File: src/rtl/sc_count_expander.sv
// Count-to-thermometer expander: a loaded count becomes a ROW_WIDTH pattern
// with min(count, ROW_WIDTH) ones, LSB first. The pattern is held in parallel
// on row_Out and streamed one bit per beat over a valid/ready handshake.
//
// state | meaning
// IDLE  | ready for a load; serial stream quiet
// SHIFT | streaming the pattern, one beat per accepted handshake
module sc_count_expander #(
   parameter int COUNT_WIDTH = 3,
   parameter int ROW_WIDTH   = 4
) (
   input  logic                   SC_CountEXPANDER_CLOCK_50,
   input  logic                   SC_CountEXPANDER_RESET_InLow,
   input  logic [COUNT_WIDTH-1:0] SC_CountEXPANDER_count_In,
   input  logic                   SC_CountEXPANDER_load_In,
   output logic                   SC_CountEXPANDER_ready_Out,
   output logic [ROW_WIDTH-1:0]   SC_CountEXPANDER_row_Out,
   output logic                   SC_CountEXPANDER_overflow_Out,
   output logic                   SC_CountEXPANDER_serial_Out,
   output logic                   SC_CountEXPANDER_serialValid_Out,
   output logic                   SC_CountEXPANDER_serialLast_Out,
   input  logic                   SC_CountEXPANDER_serialReady_In
);

   localparam int IDX_W = (ROW_WIDTH > 1) ? $clog2(ROW_WIDTH) : 1;
   localparam logic [IDX_W-1:0] LAST_IDX = IDX_W'(ROW_WIDTH - 1);

   typedef enum logic {
      IDLE  = 1'b0,
      SHIFT = 1'b1
   } state_t;

   state_t                 state_q;
   logic [ROW_WIDTH-1:0]   row_q;
   logic                   ovf_q;
   logic [ROW_WIDTH-1:0]   shreg_q;
   logic [IDX_W-1:0]       idx_q;

   logic [ROW_WIDTH-1:0]   pattern_d;
   logic                   ovf_d;
   logic [31:0]            count_ext;

   // Thermometer decode of the incoming count; counts above ROW_WIDTH saturate.
   always_comb begin
      pattern_d = '0;
      count_ext = {{(32-COUNT_WIDTH){1'b0}}, SC_CountEXPANDER_count_In};
      for (int i = 0; i < ROW_WIDTH; i++) begin
         pattern_d[i] = (count_ext > 32'(i));
      end
      ovf_d = (count_ext > 32'(ROW_WIDTH));
   end

   // Load/shift FSM; a beat only advances when downstream takes it, so a stall
   // leaves the shift register and index untouched.
   always_ff @(posedge SC_CountEXPANDER_CLOCK_50) begin
      if (!SC_CountEXPANDER_RESET_InLow) begin
         state_q <= IDLE;
         row_q   <= '0;
         ovf_q   <= 1'b0;
         shreg_q <= '0;
         idx_q   <= '0;
      end else begin
         case (state_q)
            IDLE: begin
               if (SC_CountEXPANDER_load_In) begin
                  row_q   <= pattern_d;
                  ovf_q   <= ovf_d;
                  shreg_q <= pattern_d;
                  idx_q   <= '0;
                  state_q <= SHIFT;
               end
            end
            SHIFT: begin
               if (SC_CountEXPANDER_serialReady_In) begin
                  shreg_q <= shreg_q >> 1;
                  if (idx_q == LAST_IDX) begin
                     idx_q   <= '0;
                     state_q <= IDLE;
                  end else begin
                     idx_q <= idx_q + IDX_W'(1);
                  end
               end
            end
            default: state_q <= IDLE;
         endcase
      end
   end

   // Outputs decode only registered state, so no input reaches them combinationally.
   // shreg_q is fully shifted out by the end of a transfer, so serial_Out idles at 0.
   assign SC_CountEXPANDER_ready_Out       = (state_q == IDLE);
   assign SC_CountEXPANDER_row_Out         = row_q;
   assign SC_CountEXPANDER_overflow_Out    = ovf_q;
   assign SC_CountEXPANDER_serial_Out      = shreg_q[0];
   assign SC_CountEXPANDER_serialValid_Out = (state_q == SHIFT);
   assign SC_CountEXPANDER_serialLast_Out  = (state_q == SHIFT) && (idx_q == LAST_IDX);

endmodule
File: config.mk
export PLATFORM = sky130hd
export DESIGN_NAME = sc_count_expander
export DESIGN_NICKNAME = d
export VERILOG_FILES = /design/src/rtl/sc_count_expander.sv
export SDC_FILE = /design/constraint.sdc
export NUM_CORES = 1
export LEC_CHECK = 0
export CAP_MARGIN = 20
export CELL_PAD_IN_SITES_DETAIL_PLACEMENT = 1
export CELL_PAD_IN_SITES_GLOBAL_PLACEMENT = 1
export CORE_AREA = 2 2 39 41
export CTS_CLUSTER_DIAMETER = 50
export DETAILED_ROUTE_END_ITERATION = 6
export DIE_AREA = 0 0 41 43
export DONT_BUFFER_PORTS = 1
export PLACE_DENSITY_LB_ADDON = 0.1
export SETUP_SLACK_MARGIN = 0.02
export SYNTH_ARGS = -nofsm -noshare
export SYNTH_HDL_FRONTEND = slang
export SYNTH_SLANG_ARGS = --single-unit
File: constraint.sdc
create_clock -name SC_CountEXPANDER_CLOCK_50 -period 2.65 [get_ports SC_CountEXPANDER_CLOCK_50]
set_clock_uncertainty 0.1 [all_clocks]
set_input_delay 0.265 -clock SC_CountEXPANDER_CLOCK_50 [delete_from_list [all_inputs] [get_ports SC_CountEXPANDER_CLOCK_50]]
set_output_delay 0.265 -clock SC_CountEXPANDER_CLOCK_50 [all_outputs]
set_load 0.1 [all_outputs]
* Word level (Yosys, flattened, before mapping)
Cells that the tools add are included.
** Storage, ports and cells
- Register bits after elaboration :: 12
- Input bits :: 7
- Word-level logic and storage cells :: 29
** Operators by class
- Add/sub/neg operators :: 1
- $lt $le $gt $ge :: 5
- Equality and inequality tests :: 3
- Multiplexer cells :: 11
- Bitwise gates (word level) :: 1
- Reductions and logical operators :: 3
** Operator list (count)
- 2-to-1 mux 4 bit :: 2
- one-hot mux 4 bit (2 select lines) :: 1
- greater-than comparator 3 x 1 -> 1 bit (second input constant) :: 2
- greater-than comparator 3 x 2 -> 1 bit (second input constant) :: 2
- 2-to-1 mux 2 bit :: 3
- inequality test 2 bit (second input constant) :: 2
- one-hot mux 2 bit (2 select lines) :: 1
- AND reduction 2 bit :: 2
- greater-than comparator 3 bit (second input constant) :: 1
- 2-to-1 mux 1 bit :: 3
- adder 2 x 1 -> 2 bit (second input constant) :: 1
- == test 2 bit (second input constant) :: 1
- one-hot mux 1 bit (2 select lines) :: 1
- logical AND 1 bit :: 1
- NOT 1 bit :: 1

* Longest topological paths before layout
Gate-level depths: netlist of the first run.
- Depth after elaboration :: 4
- Depth in mapped cells :: 4
- Gate-level depth less buffers :: 4

* Worst setup path after synthesis of the first run
Ideal clock, no wire load.
- Kind :: register to output
- From :: register state_q (netlist: SC_CountEXPANDER_serialValid_Out)
- To :: output SC_CountEXPANDER_serialLast_Out
- Data arrival time :: 2009 ps
- Data required time :: 2285 ps
- Setup slack :: 276 ps
- Cell stages (with the launch flop) :: 3
- Cell sequence :: dfxtp_1 > buf_6 > and2_1
** Between the ends
- Longest elaborated chain between the ends :: 1
** Ends and longest elaborated chain
- start: declaration :: RTL line 33 : state_t state_q;
- start signal: assignment :: RTL line 57 : state_q <= IDLE;
- start signal: assignment :: RTL line 70 : state_q <= SHIFT;
- start signal: assignment :: RTL line 78 : state_q <= IDLE;
- logical AND 1 bit :: RTL line 96 : assign SC_CountEXPANDER_serialLast_Out = (state_q == SHIFT) && (idx_q == LAST_IDX);
- end: declaration :: RTL line 21 : output logic SC_CountEXPANDER_serialLast_Out,
No other way between the ends.

* Worst setup path in the final report of the first run
Ends and elaborated chain as after synthesis.

==> metrics.txt, run 1 <==
CTS buffer count 3; Net Sw Frac 36.2%; share of cells above drive strength 1 a little under a fifth; Final Hold Fails 0; fmax between 500 and 600 MHz; core area 1380 sq um; Worst Tran Pin Value approximately 0.97 ns; power density cells 708 nW/um^2; Starting Density a little under two fifths; vias around 450; nets 75; Critical Path Sink Type primary output; most frequent cells in the layout dfxtp_1 (12), a21oi_1 (9), nand2_1 (7); Die Area 1760 sq um; Setup crit start kind flop; most common cell after layout, fill and taps aside dfxtp_1; FF-to-FF path depth 3; Buffers & Inverters on Critical Path 1; MaxCap Viol Count 0; crit path DAT about 1.4 ns; Post-Route WL 1.21 mm; pre-CTS setup slack around 1.2 ns; CTS Buffer Depth 2; hold_buf cts 0; flop2flop setup slack 1.13 ns; ANT nets after route 0; worst hold path depth 1; Final Slew Violations 0; HP Start SC_CountEXPANDER_serialReady_In; number of cells on the critical path 2; Max IR drop VDD 0.000344 V; relative slew slack 35.3%; Worst-Skew Late Latency 0.26 ns; post-cts sizing count 0; leak pwr between 0.2 and 0.25 nW; initial drt markers 0; crit path from SC_CountEXPANDER_serialValid_Out; CTS tree built; drt first pass iters 1; DP HPWL approximately 940 um; root buffer cell clkbuf_4; run status finished, final reports clean; Vias/cell ~5.6; post-route setup slack between 0.9 and 1 ns; Total GRT Usage 17.8%; sequential share of power between 50% and 60%; vias in the first global route roughly 490; P_sw ~0.15 mW; Mapped Nets 67; Avg Inst Size Synth 8.93 sq um; Seq cells post-synth 12; Top delay family on crit path flip-flops; min cycle time layout 1.74 ns; Critical Path Sink SC_CountEXPANDER_serialLast_Out; htree depth 1; Clock power frac between 20% and 30%; setup tns final 0 ns; # rows 14; Worst path slowest cell dfxtp_1; Area Overhead vs Synth 11.6%; post-synthesis instance total 59; reg-to-reg endpoint shreg_q[2]; critical path fanouts, max 14; # setup viols final 0; total I/O pin count 16; Overflow after GRT 0; period utilisation layout about two thirds; Sink Count 12; DRC 0; Post-CTS Setup Bufs 0; GP Congestion 0.714; antenna violations before repair 0; chip height 43 um; first-pass GRT wire length 2.11 mm; distinct cell type count after synthesis 25; Syn Std Cell Area 527 sq um; critical path, cell by cell and2_1, buf_4; sequential share of the synthesized area between 40% and 50%; hold crit path type in -> reg; final core utilization 42.5%; DR WL/cell 15.0 um; worst r2r src SC_CountEXPANDER_serialValid_Out; Worst Setup Path Type reg -> out; yosys warns 0; clk slew on worst S/H paths 0.07 ns; die width between 40 and 50 um; pin count of the biggest net entering global routing 15; Crit path largest cell delay 0.61 ns; Crit path required time 2.29 ns; Antenna Diode Count 0; IO buf count 0; unrepaired setup endpoints after global routing no; internal power 0.266 mW; combinational power share between 10% and 20%
[worst reg2reg max path, stage by stage (launching register included)]
cell     delay, ns
dfxtp_1       0.45
nor2b_1       0.53
a31oi_1       0.12
o31ai_2       0.23
[state kept, by name (all words and copies together) (netlist names)]
signal and count:
idx_q 2, SC_CountEXPANDER_serialValid_Out 1, shreg_q 4, SC_CountEXPANDER_row_Out 4, SC_CountEXPANDER_overflow_Out 1
[metrics by stage]
step                hold WS, ns  cells  total power, mW  instance area [sq um]
floorplan                 0.275     59            0.300                    527
global placement          0.278     78            0.310                    566
detailed placement        0.285     78            0.313                    566
CTS                    0.000844     81            0.420                    588
global route            0.00439     81            0.435                    588
finish                  0.00283     81            0.416                    588
[layer usage]
metal | part of all wire, % | global-route usage, % | vias up
met5 | 0 | 0 | -
met4 | 1.2 | 10.0 | 0
met3 | 4.2 | 3.66 | 4
met2 | 51 | 27.2 | 8
met1 | 43 | 22.0 | 215
li1 | - | - | 225
[cells in the mapped netlist]
cell      count  area share, %
dfxtp_1      12             46
a21oi_1       9            8.6
nand2_1       7            5.0
o21ai_0       4            3.8
a31oi_1       3            3.6
nand3_1       3            2.8
and2_1        2            2.4
nor2_1        2            1.4
a21o_1        1            1.4
a32oi_1       1            1.7
buf_4         1            1.4
buf_6         1            2.1
clkinv_1      1           0.71
ha_1          1            2.4
inv_2         1           0.71
mux2_1        1            2.1
mux2i_2       1            2.6
nand2b_1      1            1.2
nor2b_1       1            1.2
nor3_1        1           0.95
o211ai_1      1            1.4
o211ai_2      1            2.4
o21ai_1       1           0.95
o31ai_2       1            2.4
or3_1         1            1.2
[how the worst min path moves through the flow]
stage                                  endpoint  slack (ns)
6_report       SC_CountEXPANDER_serialValid_Out       0.003
5_1_grt        SC_CountEXPANDER_serialValid_Out       0.004
4_1_cts        SC_CountEXPANDER_serialValid_Out      0.0008
3_5_place_dp   SC_CountEXPANDER_serialValid_Out        0.28
3_3_place_gp   SC_CountEXPANDER_serialValid_Out        0.28
2_1_floorplan  SC_CountEXPANDER_serialValid_Out        0.28
[cell families after synthesis]
group / synth area share (%)
buffers and inverters: 4.99
multiplexers: 4.75
adder cells (fa/ha/maj): 2.37
flip-flops: 45.6
AO/OA/AOI/OAI: 26.1
AND/OR/NAND/NOR: 16.2
[power by group through the flow]
stage,sequential [mW],clock (mW),combinational (mW)
after global routing,0.234,0.118,0.0821
after detailed placement,0.236,0,0.0765
final,0.232,0.108,0.0762
after CTS,0.232,0.111,0.0768
after global placement,0.236,0,0.0740
after floorplan,0.258,0,0.0418
[final cells by class]
class / count / area, sq um
Fill cell: 160 / 796
Timing Repair Buffer: 5 / 37.5
Clock buffer: 3 / 22.5
Inverter: 2 / 7.51
Sequential cell: 12 / 240
Tap cell: 16 / 20.0
Multi-Input combinational cell: 43 / 260
Power figures use the tool's default switching activity.
==> run 2, diff against run 1 <==
==> constraint.sdc (replaced) <==
create_clock -name SC_CountEXPANDER_CLOCK_50 -period 1.7 [get_ports SC_CountEXPANDER_CLOCK_50]
set_clock_uncertainty 0.1 [all_clocks]
set_input_delay 0.17 -clock SC_CountEXPANDER_CLOCK_50 [delete_from_list [all_inputs] [get_ports SC_CountEXPANDER_CLOCK_50]]
set_output_delay 0.17 -clock SC_CountEXPANDER_CLOCK_50 [all_outputs]
set_load 0.1 [all_outputs]
==> run 2 against run 1 <==
  * Utilization increased by 8.6 points
  * Critical path depth increased by 2
  * Via count increased by 11%
  * Global-route usage increased by 2.3 points
  * Sequential share of layout area decreased by 6.7 points
  * Setup slack got worse by 0.79 ns
  * Non-clock buffer count increased by 10
  * Routed wire length increased by 20%
==> metrics.txt, run 2 (same netlist as run 1, synthesis figures left out) <==
run status finished, final reports clean; DP HPWL 947 um (+0.63%); die width 41 um (unchanged); DP Area 611 sq um (+8.0%); Buffers & Inverters on Critical Path 2 (+1); share of cells above drive strength 1 25.0% (+6.5 points); first-pass GRT wire length 2.33 mm (+10%); Sink Count 12 (unchanged); Overflow after GRT 0 (unchanged); initial drt markers 2 (+2); DRC 0 (unchanged); Final Hold Fails 0 (unchanged); leak pwr 0.286 nW (+26%); CTS Buffer Depth 2 (unchanged); CTS tree built; critical path, cell by cell dlygate4sd3_1, nor3_1, dlygate4sd3_1, a21oi_1; antenna violations before repair 0 (unchanged); GP Congestion 0.741 (+3.8%); drt first pass iters 4 (+3); pin count of the biggest net entering global routing 15 (unchanged); fmax 635 MHz; CTS buffer count 3 (unchanged); vias 500 (+11%); Die Area 1760 sq um (unchanged); # setup viols final 0 (unchanged); hold_buf cts 6 (+6); Crit path largest cell delay 0.62 ns (about the same); clk slew on worst S/H paths 0.08 ns (about the same); Top delay family on crit path buffers and inverters; Crit path required time 1.74 ns (-0.55 ns); Antenna Diode Count 0 (unchanged); hold slack 0.0146 ns (+0.0118 ns); DR WL/cell 15.8 um (+5.7%); ANT nets after route 0 (unchanged); unrepaired setup endpoints after global routing no; Worst path slowest cell dlygate4sd3_1; post-cts sizing count 0 (unchanged); min cycle time layout around 1.6 ns; cell area after layout 707 sq um (+20%); nets 85 (+13%); total I/O pin count 16 (unchanged); core area 1380 sq um (unchanged); setup tns final 0 ns (unchanged); Starting Density 38.1% (unchanged); Worst-Skew Late Latency 0.28 ns (+0.02 ns); Final Slew Violations 0 (unchanged); Total GRT Usage 20.1% (+2.3 points); period utilisation layout 92.6%; Post-CTS Setup Bufs 0 (unchanged); root buffer cell clkbuf_4; Max IR drop VDD 0.000587 V (+71%); vias in the first global route 524 (+6.5%); Worst Setup Path Type in -> reg; hold crit path type in -> reg; Worst Tran Pin Value 0.563 ns (-0.406 ns); most frequent cells in the layout dfxtp_1 (11), a21oi_1 (9), buf_4 (8); most common cell after layout, fill and taps aside dfxtp_1; fill count 165 (+3.1%); IO buf count 0 (unchanged); crit path DAT 1.61 ns (+0.24 ns); Critical Path Sink Type flop; power density cells 1050 nW/um^2 (+48%); htree depth 1 (unchanged); MaxCap Viol Count 0 (unchanged); chip height 43 um (unchanged); Area Overhead vs Synth 34.2%; critical path fanouts, max 3 (-11); # rows 14 (unchanged); Post-Route WL 1.46 mm (+20%); Setup crit start kind input port; Vias/cell 5.43 (-2.6%); most frequent CP cell dlygate4sd3_1; relative slew slack 62.4% (+27 points)
-- run 2: final timing paths --
path,start,end,slack [ns],cells past startpoint
worst max-delay path,SC_CountEXPANDER_count_In[0],SC_CountEXPANDER_row_Out[0],0.13,4
worst min-delay path,SC_CountEXPANDER_count_In[1],SC_CountEXPANDER_row_Out[1],0.01,2
worst max register to register,SC_CountEXPANDER_serialValid_Out,SC_CountEXPANDER_serialValid_Out,0.14,3
worst min register to register,shreg_q[3],shreg_q[3],0.36,2
-- run 2: per-stage QoR --
step / setup WS (ns) / util (%) / cells / total power [mW]
after global placement: 0.398 / 44.1 / 82 / 0.495
after floorplan: 0.0505 / - / 59 / 0.468
final: 0.126 / 51.1 / 92 / 0.739
after detailed placement: 0.336 / 44.1 / 82 / 0.496
after CTS: 0.169 / 51.1 / 92 / 0.739
after global routing: 0.0682 / 51.1 / 92 / 0.764
-- run 2: metal layers --
metal,part of all wire (%),track usage [%],vias up
li1,-,-,248
met1,42,23.5,243
met2,54,34.1,7
met3,2.5,3.14,2
met4,1.4,8.00,0
met5,0,0,-
-- run 2: where the power goes --
part           internal, mW  leakage, nW  switching (mW)
combinational        0.0495        0.166           0.141
clock                 0.130       0.0210           0.102
sequential            0.300       0.0991          0.0157
total                 0.480        0.286           0.259
-- run 2: layout make-up --
| type | instances | area, sq um | area share [%] |
|---|---|---|---|
| repair buffers | 15 | 140 | 19.8 |
| clock buffers | 4 | 36.3 | 5.13 |
| well taps | 16 | 20.0 | 2.83 |
| multi-input cells | 43 | 262 | 37.0 |
| inverters | 2 | 7.51 | 1.06 |
| flip-flops and latches | 12 | 241 | 34.2 |
-- run 2: worst register-to-register path, stage by stage, from the launching register on --
cell and delay (ns):
dfxtp_2 0.49, o21ai_0 0.14, a31oi_1 0.19, dlygate4sd3_1 0.59
==> run 3, diff against run 2 <==
--- a/config.mk
+++ b/config.mk
@@ -14,7 +14,8 @@
 export DIE_AREA = 0 0 41 43
 export DONT_BUFFER_PORTS = 1
 export PLACE_DENSITY_LB_ADDON = 0.1
-export SETUP_SLACK_MARGIN = 0.02
+export REMOVE_ABC_BUFFERS = 1
+export SETUP_SLACK_MARGIN = 0.5
 export SYNTH_ARGS = -nofsm -noshare
 export SYNTH_HDL_FRONTEND = slang
 export SYNTH_SLANG_ARGS = --single-unit
==> run 3 against run 2 <==
  * The flow now finishes with violations (negative hold slack)
  * Combinational power grew 42%
  * Critical path depth decreased by 1
  * Setup slack better by 0.20 ns
  * Maximum frequency rose by 15%
  * Cell area increased by 33%
  * Die area stayed put
  * Clock power shrank 21%
  * Critical path type is now reg -> out
  * Critical endpoint is now SC_CountEXPANDER_serialLast_Out
  * Highest routed layer unchanged
==> metrics.txt, run 3 (same netlist as run 1, synthesis figures left out) <==
vias 576 (+15%); drt first pass iters 4 (unchanged); fin cells 101 (+9.8%); Setup crit start kind flop; most common cell after layout, fill and taps aside buf_6; post-route setup slack 0.330 ns (+0.203 ns); MaxCap Viol Count 0 (unchanged); pre-CTS setup slack 0.280 ns (-0.0562 ns); power density cells 825 nW/um^2 (-21%); # setup viols final 0 (unchanged); Worst Tran Pin Value 0.388 ns (-0.174 ns); setup tns final 0 ns (unchanged); Total GRT Usage 23.1% (+3.0 points); fmax 730 MHz (+15%); fill count 143 (-13%); htree depth 1 (unchanged); die width 41 um (unchanged); Final Slew Violations 0 (unchanged); CTS buffer count 3 (unchanged); failing checks negative hold slack; Area Overhead vs Synth 78.6%; Crit path required time 1.43 ns (-0.31 ns); CTS tree built; Die Area 1760 sq um (unchanged); ANT nets after route 0 (unchanged); initial drt markers 13 (+11); Sink Count 12 (unchanged); total I/O pin count 16 (unchanged); period utilisation layout 80.6% (-12 points); CTS Buffer Depth 2 (unchanged); first-pass GRT wire length 2.73 mm (+17%); Worst-Skew Late Latency 0.27 ns (about the same); GP Congestion 0.769 (+3.8%); Starting Density 38.1% (unchanged); root buffer cell clkbuf_4; DRC 0 (unchanged); Post-Route WL 1.92 mm (+32%); DP HPWL 1.05 mm (+11%); chip height 43 um (unchanged); Max IR drop VDD 0.000719 V (+22%); most frequent cells in the layout buf_6 (11), dfxtp_1 (9), nand2_1 (6), buf_4 (6), a21oi_1 (5); Antenna Diode Count 0 (unchanged); hold slack -0.00835 ns (-0.0230 ns); unrepaired setup endpoints after global routing yes; run status finished with violations; Overflow after GRT 0 (unchanged); Vias/cell 5.70 (+4.9%); core area 1380 sq um (unchanged); Final Hold Fails 3 (+3); critical path fanouts, max 2 (-1); Critical Path Sink Type primary output; Worst Setup Path Type reg -> out; antenna violations before repair 0 (unchanged); min cycle time layout 1.37 ns (-0.203 ns); pin count of the biggest net entering global routing 10 (-5); vias in the first global route 590 (+13%); DR WL/cell 19.0 um (+20%); nets 95 (+12%); clk slew on worst S/H paths 0.08 ns (about the same); final core utilization 68.0% (+17 points); share of cells above drive strength 1 55.3% (+30 points); crit path DAT 1.10 ns (-0.51 ns); hold crit path type in -> reg; relative slew slack 73.9% (+12 points); # rows 14 (unchanged); leak pwr 0.374 nW (+30%); Inst Count DP 83 (+1.2%); IO buf count 0 (unchanged)
-- run 3: cell count changes in the layout (fill, tap and decap cells not counted), sizes merged --
| cell | previous run | this run |
|---|---|---|
| buf | 9 | 21 |
| clkbuf | 4 | 3 |
| dlygate4sd3 | 6 | 4 |
-- run 3: worst max-delay path, cell delays in order (launching register included) --
cell,delay [ns]
dfxtp_4,0.36
ha_4,0.15
and2_4,0.16
buf_12,0.16
-- run 3: layer usage --
layer	routed length, um	GRT usage, %
met3	122	7.33
met4	8	4.00
met5	0	0
met2	974	36.6
met1	819	30.1
-- run 3: cell type report --
class / instances / area [sq um] / area share [%]
Tap cell: 16 / 20.0 / 2.13
Inverter: 2 / 12.5 / 1.33
Clock buffer: 3 / 22.5 / 2.39
Timing Repair Buffer: 25 / 284 / 30.2
Sequential cell: 12 / 249 / 26.5
Multi-Input combinational cell: 43 / 353 / 37.5
-- run 3: timing repair --
item | in CTS | in global routing
setup buffers | 9 | 2
hold buffers | 3 | 1
resized for setup | 19 | 30
hold endpoints to repair | 9 | 1
pin swaps | 2 | 5
endpoints found under the setup margin | 14 | 17
-- run 3: power breakdown --
group	internal, mW	total, mW	switching (mW)
registers	0.299	0.321	0.0215
logic	0.105	0.271	0.166
clock network	0.0820	0.184	0.102
total	0.486	0.776	0.290
-- run 3: final timing paths --
kind / from / endpoint / slack [ns] / cells past startpoint
worst min-delay path: SC_CountEXPANDER_count_In[2] / SC_CountEXPANDER_row_Out[2] / -0.008 / 2
worst max-delay path: idx_q[0] / SC_CountEXPANDER_serialLast_Out / 0.33 / 3
worst min register to register: SC_CountEXPANDER_overflow_Out / SC_CountEXPANDER_overflow_Out / 0.38 / 2
worst max register to register: SC_CountEXPANDER_serialValid_Out / SC_CountEXPANDER_serialValid_Out / 0.37 / 5
-- run 3: per-stage QoR --
stage,area [sq um],power (mW)
2_1_floorplan,508,0.462
3_3_place_gp,616,0.495
3_5_place_dp,616,0.501
4_1_cts,805,0.716
5_1_grt,941,0.813
6_report,941,0.776
